`src/rtl/sr_channel_arbiter_pkg.sv`:
```
// rtl/sr_channel_arbiter_pkg.sv - shared types and defaults for the receive_send channel arbiter
//
// Purpose: word sizing, arbiter defaults, FSM state type and a small
// round-robin pointer helper shared by the arbiter and its picker.
// Ports: none (package).

package sr_channel_arbiter_pkg;

  // One vh_arr word is vl_word_size+1 bits wide.
  localparam int vl_word_size = 3;
  typedef logic [vl_word_size:0] vh_arr;

  localparam int SR_NUM_REQ      = 4;
  localparam int SR_MAX_BURST    = 4;
  localparam int SR_WORD_W       = vl_word_size + 1;
  localparam int SR_IDLE_TIMEOUT = 8;

  typedef enum logic {IDLE, GRANTED} sr_state_t;

  typedef logic [SR_NUM_REQ-1:0] sr_req_vec_t;

  // Next round-robin start position after agent idx, modulo n.
  function automatic int sr_wrap_inc(input int idx, input int n);
    return (idx + 1 >= n) ? 0 : idx + 1;
  endfunction

endpackage

```
`src/rtl/sr_channel_arbiter_rr_pick.sv`:
```
// rtl/sr_channel_arbiter_rr_pick.sv - combinational round-robin picker
//
// Purpose: returns the first set request bit found scanning upward from ptr,
// wrapping modulo N. Purely combinational so other arbiters can reuse it.
// Ports:
//   req   in  N   request vector
//   ptr   in  PW  scan start position
//   sel   out N   one-hot selected requester (zero when none)
//   idx   out PW  binary index of the selected requester
//   found out 1   at least one request was set

module sr_channel_arbiter_rr_pick #(
  parameter  int N  = 4,
  localparam int PW = (N > 1) ? $clog2(N) : 1
) (
  input  logic [N-1:0]  req,
  input  logic [PW-1:0] ptr,
  output logic [N-1:0]  sel,
  output logic [PW-1:0] idx,
  output logic          found
);

  // One extra bit so ptr+k can exceed N-1 before the modulo fold.
  localparam int JW = PW + 1;

  logic [JW-1:0] pos;

  always_comb begin
    sel   = '0;
    idx   = '0;
    found = 1'b0;
    pos   = '0;
    for (int k = 0; k < N; k++) begin
      pos = {1'b0, ptr} + JW'(k);
      if (pos >= JW'(N)) begin
        pos = pos - JW'(N);
      end
      if (!found && req[pos[PW-1:0]]) begin
        found             = 1'b1;
        sel[pos[PW-1:0]]  = 1'b1;
        idx               = pos[PW-1:0];
      end
    end
  end

endmodule

```
`src/rtl/sr_channel_arbiter.sv`:
```
// rtl/sr_channel_arbiter.sv - round-robin burst arbiter in front of receive_send
//
// Purpose: shares the single receive_send data input among NUM_REQ sender
// agents. One agent owns the channel at a time for a burst that ends on
// req_last, after MAX_BURST beats, or after IDLE_TIMEOUT idle cycles.
// Ports:
//   clk        in  1                system clock, rising edge
//   rst        in  1                synchronous active-high reset
//   req_valid  in  NUM_REQ          per-agent word valid
//   req_last   in  NUM_REQ          per-agent end-of-burst, qualified by req_valid
//   req_data   in  NUM_REQ*WORD_W   agent i word at [i*WORD_W +: WORD_W]
//   req_ready  out NUM_REQ          per-agent ready, only the owner's bit can be high
//   chan_valid out 1                word valid toward receive_send
//   chan_data  out WORD_W           word toward receive_send
//   chan_ready in  1                channel accepts the word
//   grant      out NUM_REQ          registered one-hot owner
//   busy       out 1                registered, high while GRANTED

module sr_channel_arbiter
  import sr_channel_arbiter_pkg::*;
#(
  parameter int NUM_REQ      = SR_NUM_REQ,
  parameter int WORD_W       = SR_WORD_W,
  parameter int MAX_BURST    = SR_MAX_BURST,
  parameter int IDLE_TIMEOUT = SR_IDLE_TIMEOUT
) (
  input  logic                        clk,
  input  logic                        rst,
  input  logic [NUM_REQ-1:0]          req_valid,
  input  logic [NUM_REQ-1:0]          req_last,
  input  logic [NUM_REQ*WORD_W-1:0]   req_data,
  output logic [NUM_REQ-1:0]          req_ready,
  output logic                        chan_valid,
  output logic [WORD_W-1:0]           chan_data,
  input  logic                        chan_ready,
  output logic [NUM_REQ-1:0]          grant,
  output logic                        busy
);

  localparam int PW = (NUM_REQ > 1) ? $clog2(NUM_REQ) : 1;
  localparam int BW = $clog2(MAX_BURST + 1);

  sr_state_t      state;
  logic [PW-1:0]  rr_ptr;
  logic [PW-1:0]  owner;
  logic [BW-1:0]  beat_cnt;
  logic [7:0]     idle_cnt;

  logic [NUM_REQ-1:0] pick_sel;
  logic [PW-1:0]      pick_idx;
  logic               pick_found;

  logic own_valid;
  logic own_last;
  logic beat;
  logic burst_done;
  logic idle_expired;

  sr_channel_arbiter_rr_pick #(
    .N (NUM_REQ)
  ) u_rr_pick (
    .req   (req_valid),
    .ptr   (rr_ptr),
    .sel   (pick_sel),
    .idx   (pick_idx),
    .found (pick_found)
  );

  // grant is all-zero outside GRANTED, so masking with it gives the IDLE
  // behaviour (no valid, no ready, zero data) without decoding state here.
  assign own_valid  = |(req_valid & grant);
  assign own_last   = |(req_last & grant);
  assign chan_valid = own_valid;
  assign req_ready  = grant & {NUM_REQ{chan_ready}};

  always_comb begin
    chan_data = '0;
    for (int i = 0; i < NUM_REQ; i++) begin
      if (grant[i]) begin
        chan_data = req_data[i*WORD_W +: WORD_W];
      end
    end
  end

  // A stall (valid without ready) is neither a beat nor an idle cycle.
  assign beat         = own_valid & chan_ready;
  assign burst_done   = beat & (own_last | (beat_cnt == BW'(MAX_BURST - 1)));
  assign idle_expired = !own_valid && (idle_cnt == 8'(IDLE_TIMEOUT - 1));

  always_ff @(posedge clk) begin
    if (rst) begin
      state    <= IDLE;
      grant    <= '0;
      busy     <= 1'b0;
      rr_ptr   <= '0;
      owner    <= '0;
      beat_cnt <= '0;
      idle_cnt <= '0;
    end else begin
      case (state)
        IDLE: begin
          if (pick_found) begin
            state    <= GRANTED;
            grant    <= pick_sel;
            busy     <= 1'b1;
            owner    <= pick_idx;
            beat_cnt <= '0;
            idle_cnt <= '0;
          end
        end

        GRANTED: begin
          if (beat) begin
            beat_cnt <= beat_cnt + 1'b1;
          end
          if (own_valid) begin
            idle_cnt <= '0;
          end else if (idle_cnt != 8'hFF) begin
            idle_cnt <= idle_cnt + 8'd1;
          end
          // Release always passes through IDLE, giving the one-cycle bubble
          // between grants even when the same agent asks again.
          if (burst_done || idle_expired) begin
            state  <= IDLE;
            grant  <= '0;
            busy   <= 1'b0;
            rr_ptr <= PW'(sr_wrap_inc(int'(owner), NUM_REQ));
          end
        end

        default: begin
          state <= IDLE;
          grant <= '0;
          busy  <= 1'b0;
        end
      endcase
    end
  end

endmodule

```
`config.mk`:
```
export PLATFORM = sky130hd
export DESIGN_NAME = sr_channel_arbiter
export DESIGN_NICKNAME = d
export VERILOG_FILES = /design/src/rtl/sr_channel_arbiter_pkg.sv /design/src/rtl/sr_channel_arbiter_rr_pick.sv /design/src/rtl/sr_channel_arbiter.sv
export SDC_FILE = /design/constraint.sdc
export NUM_CORES = 1
export LEC_CHECK = 0
export ABC_CLOCK_PERIOD_IN_PS = 3850
export BUFFER_PORTS_ARGS = -buffer_cell sky130_fd_sc_hd__buf_4
export CORE_ASPECT_RATIO = 1.75
export CORE_UTILIZATION = 51
export CTS_CLUSTER_SIZE = 14
export DETAILED_ROUTE_END_ITERATION = 6
export PLACE_DENSITY = 0.77
export REMOVE_ABC_BUFFERS = 1
export SLEW_MARGIN = 20
export SYNTH_ARGS = -nofsm -noshare
export SYNTH_HDL_FRONTEND = slang
export SYNTH_SLANG_ARGS = --single-unit
```
`constraint.sdc`:
```
create_clock -name clk -period 3.85 [get_ports clk]
set_input_delay 0 -clock clk [delete_from_list [all_inputs] [get_ports clk]]
set_output_delay 0 -clock clk [all_outputs]
set_load 0.05 [all_outputs]
```
==> summary.md, run 1 <==
| Metric | Value |
|---|---|
| Status | `finished clean` |
| Crit share post-route | `67.0%` |
| Leakage | `0.000799 uW` |
| CTS H-tree lvls | `1` |
| Critical Path RT | `4.06 ns` |
| Full die area | `3560 um2` |
| Post-synth EDFFs | `0` |
| Root Driver | `clkbuf_8` |
| Tot Pwr | `554 uW` |
| Min Tclk post-route | `2.58 ns` |
| WL per Instance | `14.0 um` |
| Number of synthesized register bits | `21` |
| First-pass GRT wire length | `6.31 mm` |
| Final Util | `65.0%` |
| Area contributors post-synth | `dfxtp_1 (25%), ha_1 (8.1%), a21oi_1 (4.7%)` |
| Cell Area, Placed | `1990 um2` |
| Hold Crit Class | `primary input to register` |
| Vias in the first global route | `1447` |
| Ys async rst share | `0%` |
| Power Density | `271 nW/um2` |
| Hpwl dp | `2.96 mm` |
| Share of the synthesized area in the top cell type | `24.9%` |
| TritonCTS clock tree | `built` |
| Slew HR | `60.0%` |
| Port buffer count | `40` |
| Clock Path Buffers | `2` |
| Layout cells sized above 1 | `24.3%` |
| Max Cap Violations | `0` |
| Via density per instance | `5.94` |
| DRT Wirelength | `3.94 mm` |
| Main synth FF type | `dfxtp_1` |
| Most numerous cell in the Yosys netlist | `dfxtp_1` |
| Antenna diodes | `0` |
| Clock buffer count from CTS | `3` |
| RSZ-0062 raised after global routing | `false` |
| Slew Limit Fails | `0` |
| Startpoint types | `register` |
| Post-synthesis cell area | `1690 um2` |
| Antenna viol nets, final | `0` |
| RePlAce Congestion | `0.805` |
| Post-synthesis sequential area ratio | `24.9%` |
| Clk sinks | `21` |
| Setup CP Type | `register to register` |
| Commonest cells in the netlist | `dfxtp_1 (21), nor2_1 (20), a21oi_1 (16)` |
| Clock Pin Slew Worst Setup and Hold Paths | `0.08 ns` |
| Synth warn | `0` |
| Fin area | `2040 um2` |
| Worst Path Arrival | `2.79 ns` |
| Gr usage total | `23.3%` |
| Via count | `1676` |
| Worst-Skew Late Latency | `0.27 ns` |
| Worst hold slack | `0.217 ns` |
| Die H | `78.1 um` |
| Chip width | `45.5 um` |
| Yosys cell types | `54` |
| Starting Density | `53.8%` |
| # rows | `27` |
| Core ar. | `3140 um2` |
| Setup TNS | `0 ns` |
| Setup bufs post-CTS | `0` |
| Setup violators final | `0` |
| Initial antenna violation count | `0` |
| CP Max Fanout | `12` |
| Drt first pass iters | `5` |
| Final Skew | `0.00595 ns` |
| Largest net degree at the start of global routing | `17` |
| Maximum vdd drop | `152 uV` |
| Post-cts repair resize count | `0` |
| Critical Path End Type | `register` |
| Worst Tran Pin Value | `0.599 ns` |
| Maximum clock frequency | `388 MHz` |
| Hold Path Depth | `5` |
| Hold Fails Final Rpt | `0` |
| Syn avg cell area | `8.20 um2` |
| Reg2Reg Depth | `7` |
| Mapped Cells | `206` |
| DRC Markers | `0` |
| Drt initial violations | `70` |
| Nets@finish | `278` |
| Area delta synth->final | `21.0%` |
| Total gr overflow | `0` |
| Io pins | `41` |
| Area leader, netlist | `dfxtp_1` |
repair_timing:
action	in CTS	in global routing
hold endpoints to repair	1	0
setup endpoints to repair	0	0
hold buffers	1	0
layout make-up:
cell class / count / area (um2)
clock buffer: 3 / 41.3
sequential: 21 / 420
multi-input combinational: 163 / 1170
tap: 43 / 53.8
clock inverter: 1 / 5.00
inverter: 9 / 33.8
fill: 289 / 1100
timing repair buffer: 42 / 318
cells in the final DEF, fill, tap and decap left out, types with 4 or more instances in the layout:
master    instances
nand3_1           8
ha_1             11
inv_1             9
xnor2_1           6
a221o_1           4
a22oi_1           6
and2_1            4
a21oi_1          16
nor3_1            5
o21ai_0           7
nor2_1           20
a221oi_1          4
buf_4            41
nand2_1          12
nand3b_1          5
mux2i_1           8
nor4_1            4
nand4_1           4
dfxtp_1          21
cells by family after synthesis:
logic type      after synthesis  share of synthesized area [%]
flops                        21                           24.9
fa+ha+maj                    11                           8.15
buf+inv                      22                           5.78
xor+xnor                      6                           3.11
compound gates               53                           22.4
simple gates                 82                           28.7
mux                          11                           6.89
flip-flops by register name, indices dropped and copies added, names as in the netlist:
signal    flops
idle_cnt      8
grant         4
beat_cnt      3
owner         2
rr_ptr        2
busy          1
state         1
stage by stage:
stage | std cells | setup WS, ns
floorplan | 193 | 1.39
global placement | 277 | 1.36
detailed placement | 277 | 1.30
CTS | 282 | 1.27
global route | 282 | 1.08
finish | 282 | 1.27
per-layer routing:
metal  up-vias  routed length, um  global-route usage (%)  share of wire, %
met5         -                  0                       0                 0
met3         7                124                    2.99               3.2
li1        835                  -                       -                 -
met4         0                 79                    10.0               2.0
met2        53               2160                    41.4                55
met1       781               1570                    25.8                40
final timing paths:
check,start,end,slack (ns)
max,rr_ptr[1]$_SDFFE_PP0P_,grant[2]$_SDFFE_PP0P_,1.27
min,req_last[2],state$_SDFF_PP0_,0.22
max reg2reg,rr_ptr[1]$_SDFFE_PP0P_,grant[2]$_SDFFE_PP0P_,1.27
min reg2reg,owner[1]$_SDFFE_PP0P_,owner[1]$_SDFFE_PP0P_,0.47
power breakdown:
group	switching (uW)	internal [uW]	total [uW]
Clock	72.4	72.2	145
Combinational	102	65.5	167
Sequential	16.7	225	242
Total	191	363	554
critical path, cell delays in order (launching register included):
cell      delay (ns)
dfxtp_1         0.56
inv_1           0.18
ha_1            0.47
or3b_1          0.41
a2111o_1        0.40
nand3_1         0.10
nor2b_2         0.22
a221o_1         0.16
(Power assumes the default switching activity.)
==> run 2, diff against run 1 <==
--- a/config.mk
+++ b/config.mk
@@ -5,10 +5,11 @@
 export SDC_FILE = /design/constraint.sdc
 export NUM_CORES = 1
 export LEC_CHECK = 0
-export ABC_CLOCK_PERIOD_IN_PS = 3850
+export ABC_AREA = 1
+export ABC_CLOCK_PERIOD_IN_PS = 2100
 export BUFFER_PORTS_ARGS = -buffer_cell sky130_fd_sc_hd__buf_4
 export CORE_ASPECT_RATIO = 1.75
-export CORE_UTILIZATION = 51
+export CORE_UTILIZATION = 49
 export CTS_CLUSTER_SIZE = 14
 export DETAILED_ROUTE_END_ITERATION = 6
 export PLACE_DENSITY = 0.77
==> constraint.sdc (replaced) <==
create_clock -name clk -period 2.1 [get_ports clk]
set_input_delay 0 -clock clk [delete_from_list [all_inputs] [get_ports clk]]
set_output_delay 0 -clock clk [all_outputs]
set_load 0.05 [all_outputs]
==> summary.md, run 2 <==
| Metric | Value |
|---|---|
| Main synth FF type | `dfxtp_1` |
| CP Max Fanout | `10` |
| Via density per instance | `5.31` |
| # rows | `28` |
| Non-Filler Instances | `360` |
| Antenna diodes | `0` |
| Setup TNS | `0 ns` |
| Hold Path Depth | `2` |
| Yosys cell types | `33` |
| Largest register by flop count | `idle_cnt` |
| Critical Path End Type | `register` |
| Number of synthesized register bits | `21` |
| Syn avg cell area | `6.55 um2` |
| Area leader, netlist | `dfxtp_1` |
| Setup CP Type | `register to register` |
| Reg2Reg Depth | `11` |
| Maximum clock frequency | `528 MHz` |
| Die H | `81.5 um` |
| Gr usage total | `25.5%` |
| Area contributors post-synth | `dfxtp_1 (24%), nand2_1 (15%), nand3_1 (9.6%)` |
| Most used cells in the layout excluding fill and tap cells | `nand2_1 (72), buf_4 (47), nand3_1 (34), inv_1 (21)` |
| Power Density | `454 nW/um2` |
| RSZ-0062 raised after global routing | `false` |
| Final Util | `64.6%` |
| Most numerous cell in the Yosys netlist | `nand2_1` |
| RePlAce Congestion | `0.995` |
| Synth warn | `0` |
| Share of the synthesized area in the top cell type | `23.8%` |
| Nets@finish | `354` |
| Worst-Skew Late Latency | `0.26 ns` |
| TritonCTS clock tree | `built` |
| Root Driver | `clkbuf_8` |
| Top delay family on crit path | `simple AND/OR/NAND/NOR gates` |
| Setup bufs post-CTS | `0` |
| Io pins | `41` |
| Clock buffer count from CTS | `3` |
| Worst Tran Pin Value | `0.329 ns` |
| Commonest cells in the netlist | `nand2_1 (72), nand3_1 (34), dfxtp_1 (21), inv_1 (21), a21oi_1 (20)` |
| Peak per-stage delay on the critical path | `0.41 ns` |
| Slew Limit Fails | `0` |
| Worst flop-to-flop path startpoint | `rr_ptr[1]$_SDFFE_PP0P_` |
| DRT Wirelength | `4.61 mm` |
| Critical path buffers and inverters | `3` |
| Core ar. | `3400 um2` |
| Max Cap Violations | `0` |
| Ys async rst share | `0%` |
| Largest net degree at the start of global routing | `15` |
| Hold Crit Class | `primary input to register` |
| Full die area | `3860 um2` |
| Reg-to-Reg End | `idle_cnt[0]$_SDFFE_PP0P_` |
| Slew HR | `77.9%` |
| Hold EP | `idle_cnt[4]$_SDFFE_PP0P_` |
| Area delta synth->final | `24.1%` |
| Antenna viol nets, final | `0` |
| Clk sinks | `21` |
| Commonest non-fill, non-tap cell in the layout | `nand2_1` |
| Via count | `1912` |
| CP max stage cell | `ha_2` |
| Levels on crit path | `11` |
| Critical Path RT | `2.30 ns` |
| Placed Instances | `356` |
| CP startpoint | `rr_ptr[1]$_SDFFE_PP0P_` |
| Drt initial violations | `43` |
| Setup violators final | `0` |
| Final Skew | `0.00509 ns` |
| DRC Markers | `0` |
| Startpoint types | `register` |
| Vias in the first global route | `1787` |
| Starting Density | `52.1%` |
| Post-synthesis sequential area ratio | `23.8%` |
| Worst Path Arrival | `2.09 ns` |
| First-pass GRT wire length | `7.22 mm` |
| Beginning of the worst hold path | `rst` |
| CP Cell Sequence | `inv_1 > ha_2 > inv_1 > nand2_1 > nand2_2 > nor2_8 > nand3_2 > nand2_4 > inv_4 > nor2_2 > a21boi_1` |
| CTS H-tree lvls | `1` |
| Clock Pin Slew Worst Setup and Hold Paths | `0.08 ns` |
| Drt first pass iters | `4` |
| Status | `finished clean` |
| Port buffer count | `40` |
| Mapped Cells | `270` |
| WL per Instance | `12.8 um` |
| Leakage | `0.00107 uW` |
| Hold Fails Final Rpt | `0` |
| Min Tclk post-route | `1.89 ns` |
| Hpwl dp | `3.68 mm` |
| Chip width | `47.4 um` |
| Total gr overflow | `0` |
| Crit share post-route | `90.2%` |
| Most Frequent Cell on Critical Path | `inv_1` |
| Initial antenna violation count | `0` |
| Maximum vdd drop | `378 uV` |
| Layout cells sized above 1 | `27.9%` |
| Post-synthesis cell area | `1770 um2` |
| Post-synth EDFFs | `0` |
| Max FFs per register | `8` |
| Register-to-register setup slack | `0.21 ns` |
| Largest registers | `idle_cnt: 8 flops, grant: 4 flops, beat_cnt: 3 flops` |
| Clock Path Buffers | `2` |
==> run 2: cell count changes in the layout (fill, tap and decap cells not counted), moves of 5 or more <==
cell / change
nand2_1: +60
nand3_1: +26
inv_1: +12
mux2i_1: -8
o21ai_0: +7
buf_4: +6
nand2_2: +6
xnor2_1: -6
a22oi_1: -5
inv_2: +5
nand2_4: +5
nand3b_1: -5
==> run 2: area by class of cell <==
class,instances,area (um2)
Sequential cell,21,422
Tap cell,45,56.3
Timing Repair Buffer,47,353
Clock buffer,4,45.0
Inverter,29,116
Fill cell,338,1200
Multi-Input combinational cell,214,1200
==> run 2: worst max-delay path by stage <==
stage	to	slack (ns)
3_5_place_dp	idle_cnt[0]$_SDFFE_PP0P_	0.11
3_3_place_gp	grant[2]$_SDFFE_PP0P_	0.21
4_1_cts	idle_cnt[0]$_SDFFE_PP0P_	0.08
5_1_grt	idle_cnt[0]$_SDFFE_PP0P_	0.04
6_report	idle_cnt[0]$_SDFFE_PP0P_	0.21
2_1_floorplan	chan_data[0]	0.003
==> run 2: routing by layer <==
layer / vias to the layer above / wire length (um) / track usage (%)
met5: - / 0 / 0
met4: 0 / 137 / 12.0
met3: 14 / 122 / 2.64
met1: 871 / 1770 / 24.2
li1: 988 / - / -
met2: 39 / 2570 / 49.7
==> run 2: logic make-up (layout without fill, tap and decap cells) <==
kind of cell / Yosys count / after routing / synth area share, %
AOI/OAI and AO/OA: 43 / 43 / 13.7
DFF: 21 / 21 / 23.8
buffers and inverters: 35 / 80 / 8.49
adders and majority gates: 11 / 11 / 7.78
and+or+nand+nor: 160 / 160 / 46.3
==> run 2: where the power goes <==
part | internal (uW) | leakage, uW | switching [uW]
Sequential | 412 | 0.000172 | 12.3
Clock | 135 | 0.0000228 | 136
Combinational | 109 | 0.000877 | 193
==> run 2: worst register-to-register path: stages (launching register included) <==
cell and delay, ns:
dfxtp_2 0.40, inv_1 0.08, ha_2 0.41, inv_1 0.07, nand2_1 0.08, nand2_2 0.09, nor2_8 0.14, nand3_2 0.10
nand2_4 0.14, inv_4 0.06, nor2_2 0.11, a21boi_1 0.16
==> run 2: per-stage QoR <==
step / instance area [um2] / total power, uW / worst slack (ns) / hold slack [ns]
2_1_floorplan: 1740 / 623 / 0.00299 / 0.0691
3_3_place_gp: 2140 / 731 / 0.214 / 0.295
3_5_place_dp: 2140 / 734 / 0.111 / 0.299
4_1_cts: 2190 / 997 / 0.0760 / 0.0203
5_1_grt: 2200 / 1040 / 0.0361 / 0.0339
6_report: 2200 / 997 / 0.206 / 0.0180
==> run 2: repair_timing <==
item,in CTS,in global routing
setup endpoints to repair,0,13
gates resized for setup,0,3
hold buffers,0,0
